`src/rtl/cpu_pkg.sv`:
```
`default_nettype none
// ============================================================================
// Module      : cpu_pkg
// Description : Shared address-width constants and types for the 12-bit core.
// Revision    : 1.0 - initial release
// ============================================================================
package cpu_pkg;

    localparam int ADDR_W = 12;

    typedef logic [ADDR_W-1:0] addr_t;

    // Value the program counter takes while reset is asserted.
    localparam addr_t RESET_VECTOR = '0;

endpackage : cpu_pkg
`default_nettype wire

```
`src/rtl/program_counter_if.sv`:
```
`default_nettype none
// ============================================================================
// Module      : program_counter_if
// Description : Fetch-side bus between the core control logic and the PC.
// Revision    : 1.0 - initial release
// ============================================================================
interface program_counter_if
    import cpu_pkg::*;
#(
    parameter int D = ADDR_W
);
    logic         absjump_en;
    logic [D-1:0] target;
    logic [D-1:0] prog_ctr;

    // Control side: requests jumps and observes the fetch address.
    modport master (
        output absjump_en,
        output target,
        input  prog_ctr
    );

    // Program counter side.
    modport slave (
        input  absjump_en,
        input  target,
        output prog_ctr
    );

endinterface : program_counter_if
`default_nettype wire

```
`src/rtl/pc_next_logic.sv`:
```
`default_nettype none
// ============================================================================
// Module      : pc_next_logic
// Description : Next-address selection: hold during start-up, else jump or
//               sequential increment (jump wins).
// Revision    : 1.0 - initial release
// ============================================================================
module pc_next_logic
    import cpu_pkg::*;
#(
    parameter int D = ADDR_W
) (
    input  wire logic [D-1:0] prog_ctr_i,
    input  wire logic         started_i,
    input  wire logic         absjump_en_i,
    input  wire logic [D-1:0] target_i,
    output logic      [D-1:0] next_addr_o
);

    // Hold / jump / increment mux; increment wraps naturally modulo 2^D.
    always_comb begin
        next_addr_o = prog_ctr_i;
        if (started_i) begin
            if (absjump_en_i) begin
                next_addr_o = target_i;
            end else begin
                next_addr_o = prog_ctr_i + D'(1);
            end
        end
    end

endmodule : pc_next_logic
`default_nettype wire

```
`src/rtl/program_counter.sv`:
```
`default_nettype none
// ============================================================================
// Module      : program_counter
// Description : Instruction-fetch program counter with a one-cycle start-up
//               hold after reset release and absolute-jump support.
// Revision    : 1.0 - initial release
// ============================================================================
module program_counter
    import cpu_pkg::*;
#(
    parameter int D = ADDR_W
) (
    input  wire logic       clk,
    input  wire logic       reset,   // asynchronous, active-low
    program_counter_if.slave bus
);

    logic [D-1:0] prog_ctr_q;
    logic [D-1:0] prog_ctr_d;
    logic         started_q;

    pc_next_logic #(
        .D (D)
    ) u_next (
        .prog_ctr_i   (prog_ctr_q),
        .started_i    (started_q),
        .absjump_en_i (bus.absjump_en),
        .target_i     (bus.target),
        .next_addr_o  (prog_ctr_d)
    );

    // Address and start flag; the first edge after release only sets the flag,
    // which also absorbs any ambiguity around asynchronous reset release.
    always_ff @(posedge clk or negedge reset) begin
        if (!reset) begin
            prog_ctr_q <= D'(RESET_VECTOR);
            started_q  <= 1'b0;
        end else begin
            prog_ctr_q <= prog_ctr_d;
            started_q  <= 1'b1;
        end
    end

    assign bus.prog_ctr = prog_ctr_q;

endmodule : program_counter
`default_nettype wire

```
`src/flat_wrapper.sv`:
```
// flat-port wrapper written by rule: the top's interface ports become plain ports
module program_counter_flat import cpu_pkg::*;
#(
    parameter int D = ADDR_W
)
  (clk, reset, bus_absjump_en, bus_target, bus_prog_ctr);
  program_counter_if #(.D(D)) bus_i ();
  input  wire logic clk;
  input  wire logic reset;
  input wire logic [$bits(bus_i.absjump_en)-1:0] bus_absjump_en;
  input wire logic [$bits(bus_i.target)-1:0] bus_target;
  output wire logic [$bits(bus_i.prog_ctr)-1:0] bus_prog_ctr;
  assign bus_i.absjump_en = bus_absjump_en;
  assign bus_i.target = bus_target;
  assign bus_prog_ctr = bus_i.prog_ctr;
  program_counter #(.D(D)) u_core (.clk(clk), .reset(reset), .bus(bus_i));
endmodule
```
`config.mk`:
```
export PLATFORM = sky130hd
export DESIGN_NAME = program_counter_flat
export DESIGN_NICKNAME = d
export VERILOG_FILES = /design/src/rtl/cpu_pkg.sv /design/src/rtl/program_counter_if.sv /design/src/rtl/pc_next_logic.sv /design/src/rtl/program_counter.sv /design/src/flat_wrapper.sv
export SDC_FILE = /design/constraint.sdc
export NUM_CORES = 1
export LEC_CHECK = 0
export ABC_AREA = 0
export CAP_MARGIN = 5
export CORE_MARGIN = 4
export CORE_UTILIZATION = 43
export DETAILED_ROUTE_END_ITERATION = 16
export PLACE_DENSITY = 0.77
export SLEW_MARGIN = 20
export SYNTH_ARGS = -nofsm -noshare
export SYNTH_HDL_FRONTEND = slang
export SYNTH_HIERARCHICAL = 1
export SYNTH_SLANG_ARGS = --single-unit
```
`constraint.sdc`:
```
create_clock -name clk -period 1.68 [get_ports clk]
set_input_delay 0.252 -clock clk [delete_from_list [all_inputs] [get_ports clk]]
set_output_delay 0.252 -clock clk [all_outputs]
set_load 0.05 [all_outputs]
```
==> out/results.ini, run 1 <==
[run_status]
outcome = complete, no violations

[grt]
antenna_found_initial = 0
global_route.usage.met3_pct = 5.04
grt_busiest_layer = met2
grt_first_pass_wirelength_um = 3470
grt_max_degree = 18
grt_util_all_layers_pct = 18.0
vias_in_the_first_global_route = 759
gr-usage-met1_pct = 23.6
grtUsageMet2_pct = 26.3
global_route.overflow_total = 0

[setup_path]
critical_path.endpoint_type = register
worst_setup_path_start_kind = register
cp_data_required_time_ps = 1820
worstPathArrival_ps = 1650
path_class = register to register
critical_path_maximum_fanout = 6

[layout]
finalNetCount = 131
final_util_pct = 63.0
area_growth_syn_to_fin_pct = 40.1
antennaDiodeCount = 0
drive_above_1_share_pct = 25.4

[timing]
timing.final.crit_share_pct = 90.0
max_slew_headroom_pct = 66.5
rsz0062_at_grt = no
worstMarginPinSlew_ps = 503
worst_clock_skew_ps = 5.77
timing.final.setup_violations = 0
maxSlewViolCount = 0
max_freq_ghz = 0.662
setup_total_negative_slack_ps = 0
layout_setup_ws_ps = 169
final-hold-violation-count = 0
min_period_ps = 1510

[logic_synthesis]
seq_area_frac_synth_pct = 41.9
synthesis.area_um2 = 777
post_synth_most_frequent_cells = dfrtp_1, a21oi_1, nor2_1, nand2_1, o21ai_0
synth_flop_cell = dfrtp_1
synthesized_netlist_net_count = 98
synth_most_common_cell = dfrtp_1
synth_top_area_cells = dfrtp_1, a21oi_1, mux2i_1
synth_enable_flop_cells = 0
synth-async-reset-ratio_pct = 100
post_synth.cell_area_avg_um2 = 9.48
post-synth-top-area-cell = dfrtp_1
yosys.area.top_type_share_pct = 41.9
synth_cells = 82
yosys_reg_bits = 13
synthDistinctLibCells = 36
yosysWarningCount = 6

[clock_network]
cts_tree = built
post_cts_hold_buffer_count = 0
clock_sink_count = 13
cts_inserted_buffers = 3
clock-root-buffer = clkbuf_4
clock_insertion_delay_worst_skew_ps = 280
worst_setup_hold_path_clk_slew_ps = 80
htreeDepth = 1
post-cts-setup-buffer-count = 0
ctsLongestPathBuffers = 2
post_cts_resized = 0

[hold_path]
hold_path_class = input port to async pin

[power_and_ir_drop]
tot_pwr_uw = 1080
pwr_density_nw_per_um2 = 990
ir_drop_mv = 0.485
cellLeakagePower_uw = 0.000472

[routing]
antenna_violating_nets_post_route = 0
drtIter0Drc = 24
routed_wl_um = 1980
drt_drc_violations_left = 0
via_per_inst = 5.55
drt_pass1_iterations = 4
via_count = 771
routed_wire_length_per_instance_um = 14.2

[flow_run]
drv_cap = 0

[floorplan]
dieHeight_um = 50.5
fp.dieArea_um2 = 2550
die_width_um = 50.5
core.rowCount = 15
placeableCoreArea_um2 = 1730
floorplan.initialDensity_pct = 45.0
top_level_ports = 27

[placement]
globalplace.congestion = 0.803
dpl.hpwl_um = 1450
placement.setup.worst_slack_ps = 124
io_buffers = 26

## per-stage QoR
stage          area, um^2  hold slack, ps  instances
2_1_floorplan         779           -43.6         82
3_3_place_gp         1060             529        135
3_5_place_dp         1060             532        135
4_1_cts              1090             271        139
5_1_grt              1090             284        139
6_report             1090             272        139
## final timing paths
check	start	end	slack [ps]	depth (start not counted)
worst max-delay path	u_core/bus.prog_ctr[0]$_DFF_PN0_	u_core/bus.prog_ctr[10]$_DFF_PN0_	170	5
worst min-delay path	reset	u_core/bus.prog_ctr[7]$_DFF_PN0_	270	2
worst max register to register	u_core/bus.prog_ctr[0]$_DFF_PN0_	u_core/bus.prog_ctr[10]$_DFF_PN0_	170	5
worst min register to register	u_core/bus.prog_ctr[11]$_DFF_PN0_	u_core/bus.prog_ctr[11]$_DFF_PN0_	540	1
max in group asynchronous	reset	u_core/bus.prog_ctr[0]$_DFF_PN0_	1220	2
min in group clk	u_core/bus.prog_ctr[11]$_DFF_PN0_	u_core/bus.prog_ctr[11]$_DFF_PN0_	540	1
## critical path, cell delays in order, from the launching register on
cell	delay, ps
dfrtp_2	440
ha_1	230
nand3_1	150
nor2_1	270
a41o_1	210
a21oi_1	60
## cells by family after synthesis
kind of cell	Yosys count	synth area share [%]
AO/OA/AOI/OAI	32	29.6
adder cells (fa/ha/maj)	1	1.61
buffers and inverters	8	4.51
flip-flops	13	41.9
multiplexers	3	3.86
other	1	0.483
AND/OR/NAND/NOR	24	18.0
## flip-flops by register name, indices dropped and copies added, names as in the netlist
name / cells
u_core/started_q: 1
u_core/bus.prog_ctr: 12
## cell usage in the layout (no fill, tap or decap), drive strengths merged, types with 2 or more instances in the layout
cell type      instances
nand4                  2
mux2i                  3
dfrtp                 13
nand3                  4
o21ai                  5
a21oi                  8
nand2                  5
o22ai                  3
buf                   17
a311oi                 3
a22o                   2
clkdlybuf4s50         14
inv                    5
clkbuf                 4
and3                   3
nor2                   8
## power by group
| part | switching [uW] | leakage (uW) | internal [uW] |
|---|---|---|---|
| logic | 272 | 0.000309 | 168 |
| registers | 78.8 | 0.000148 | 361 |
| clock network | 107 | 0.0000150 | 92.2 |
## layout make-up
type,count,area (um^2)
multi-input cells,61,417
clock buffers,4,26.3
repair buffers,31,268
inverters,5,18.8
fillers,164,638
well taps,25,31.3
flip-flops and latches,13,328
## routing by layer
metal | vias to the layer above | routed length, um
li1 | 378 | -
met1 | 359 | 860
met2 | 30 | 955
met3 | 4 | 131
met4 | 0 | 27
met5 | - | 0
No activity file was read; power rests on OpenSTA's default activity.
==> run 2: changes to the inputs <==
REMOVE_ABC_BUFFERS = 1   (was default)
==> run 2 against run 1 <==
Net effect: global-route usage is 0.42 points lower; sequential share of layout area is 0.57 points lower; setup slack better by 150 ps; die area stayed put; hold slack better by 80 ps; fmax is 11% higher; cell count is 1.4% higher; sequential power is 2% lower; register-to-register slack better by 150 ps; combinational power is 5.9% higher; via count is 0.52% higher; highest routed layer is now met3.
==> out/results.ini, run 2 (synthesized netlist as in run 1, its figures left out) <==
[run_status]
outcome = complete, no violations  ; unchanged

[layout]
finalNetCount = 133  ; was 131
final_util_pct = 63.8  ; was 63.0%
antennaDiodeCount = 0  ; unchanged
area_growth_syn_to_fin_pct = 41.7  ; was 40.1%
drive_above_1_share_pct = 25.0  ; was 25.4%
largest_register_ff_count = 12  ; unchanged
layout_commonest_cell = buf_4  ; unchanged
final_area_um2 = 1100  ; was 1090 um^2
layout.cells.most_common_list = buf_4, clkdlybuf4s50_1, dfrtp_1  ; unchanged

[floorplan]
die_width_um = 50.5  ; unchanged
core.rowCount = 15  ; unchanged
placeableCoreArea_um2 = 1730  ; unchanged
top_level_ports = 27  ; unchanged
floorplan.initialDensity_pct = 45.0  ; unchanged
fp.dieArea_um2 = 2550  ; unchanged
dieHeight_um = 50.5  ; unchanged

[routing]
routed_wl_um = 2040  ; was 1980 um
via_count = 775  ; was 771
drt_pass1_iterations = 4  ; unchanged
drtIter0Drc = 5  ; was 24
via_per_inst = 5.50  ; was 5.55
routed_wire_length_per_instance_um = 14.4  ; was 14.2 um
highest_routing_layer_actually_used = met3  ; was met4
m1WireLength_um = 879  ; was 860 um
antenna_violating_nets_post_route = 0  ; unchanged
drt_drc_violations_left = 0  ; unchanged
met2_length_um = 1010  ; was 955 um
wl_met3_um = 143  ; was 131 um

[power_and_ir_drop]
tot_pwr_uw = 1090  ; was 1080 uW
ir_drop_mv = 0.530  ; was 0.485 mV
pwr_density_nw_per_um2 = 989  ; was 990 nW/um^2
cellLeakagePower_uw = 0.000483  ; was 0.000472 uW

[timing]
final-hold-violation-count = 0  ; unchanged
maxSlewViolCount = 0  ; unchanged
hold-worst-slack_ps = 353  ; was 272 ps
timing.final.setup_violations = 0  ; unchanged
min_period_ps = 1360  ; was 1510 ps
rsz0062_at_grt = no  ; unchanged
setup_total_negative_slack_ps = 0  ; unchanged
worst_clock_skew_ps = 1.44  ; was 5.77 ps
timing.final.crit_share_pct = 80.9  ; was 90.0%
max_freq_ghz = 0.736  ; was 0.662 GHz
max_slew_headroom_pct = 60.2  ; was 66.5%
worstMarginPinSlew_ps = 595  ; was 503 ps

[setup_path]
worstPathCellList = buf_4 > nand4_4 > nor2_4 > a311oi_1 > a211o_1  ; was ha_1 > nand3_1 > nor2_1 > a41o_1 > a21oi_1
critical_path.endpoint_type = register  ; unchanged
worst_path_max_delay_cell = dfrtp_1  ; was dfrtp_2
worst_setup_path_start_kind = register  ; unchanged
critical_path_maximum_fanout = 5  ; was 6
timing.critical_path.slowest_cell_delay_ps = 360  ; was 440 ps
path_class = register to register  ; unchanged
worstPathArrival_ps = 1520  ; was 1650 ps
cp_data_required_time_ps = 1840  ; was 1820 ps

[hold_path]
hold_path_class = input port to async pin  ; unchanged

[grt]
antenna_found_initial = 0  ; unchanged
global_route.overflow_total = 0  ; unchanged
grt_first_pass_wirelength_um = 3470  ; unchanged
grt_max_degree = 17  ; was 18
grt_util_all_layers_pct = 17.6  ; was 18.0%
vias_in_the_first_global_route = 844  ; was 759

[clock_network]
clock_sink_count = 13  ; unchanged
worst_setup_hold_path_clk_slew_ps = 80  ; about the same
ctsLongestPathBuffers = 2  ; unchanged
post-cts-setup-buffer-count = 0  ; unchanged
htreeDepth = 1  ; unchanged
clock_insertion_delay_worst_skew_ps = 270  ; was 280 ps
cts_inserted_buffers = 3  ; unchanged
clock-root-buffer = clkbuf_4  ; unchanged
post_cts_resized = 0  ; unchanged
post_cts_hold_buffer_count = 0  ; unchanged
cts_tree = built  ; unchanged

[flow_run]
drv_cap = 0  ; unchanged

[placement]
placedInstanceArea_um2 = 1070  ; was 1060 um^2
globalplace.congestion = 0.823  ; was 0.803
dpl.hpwl_um = 1560  ; was 1450 um
io_buffers = 26  ; unchanged

[run 2: layout make-up]
class                   count  area, um^2
multi-input cells          61         417
well taps                  25        31.3
repair buffers             33         283
flip-flops and latches     13         325
fillers                   157         626
inverters                   5        18.8
clock buffers               4        26.3
[run 2: power breakdown]
part,internal (uW),total (uW),switching (uW)
registers,359,431,71.2
clock network,91.9,193,101
logic,178,466,288
total,629,1090,460
[run 2: per-layer routing]
layer | vias up | global-route usage [%]
met2 | 24 | 32.4
met3 | 0 | 3.86
met5 | - | 0
li1 | 380 | -
met1 | 371 | 19.3
met4 | 0 | 7.17
[run 2: worst paths after layout]
check                                             startpoint                                 to  slack, ps  cells after the start
min reg2reg                u_core/bus.prog_ctr[11]$_DFF_PN0_  u_core/bus.prog_ctr[11]$_DFF_PN0_        550                      1
max in group asynchronous                              reset   u_core/bus.prog_ctr[2]$_DFF_PN0_        940                      1
max reg2reg                 u_core/bus.prog_ctr[0]$_DFF_PN0_   u_core/bus.prog_ctr[9]$_DFF_PN0_        320                      5
min                                                    reset   u_core/bus.prog_ctr[9]$_DFF_PN0_        350                      1
min in group clk           u_core/bus.prog_ctr[11]$_DFF_PN0_  u_core/bus.prog_ctr[11]$_DFF_PN0_        550                      1
max                         u_core/bus.prog_ctr[0]$_DFF_PN0_   u_core/bus.prog_ctr[9]$_DFF_PN0_        320                      5
[run 2: metrics by stage]
step                      std cells  setup WS [ps]
after global routing            141            188
after CTS                       141            328
after global placement          137            163
final                           141            321
after floorplan                  79          -28.7
after detailed placement        137            119
[run 2: worst max-delay path: cells and delay by family, from the launching register on]
family	cells	cell delay (ps)
AOI/OAI and AO/OA	2	400
DFF	1	360
and+or+nand+nor	2	340
buffers and inverters	1	150
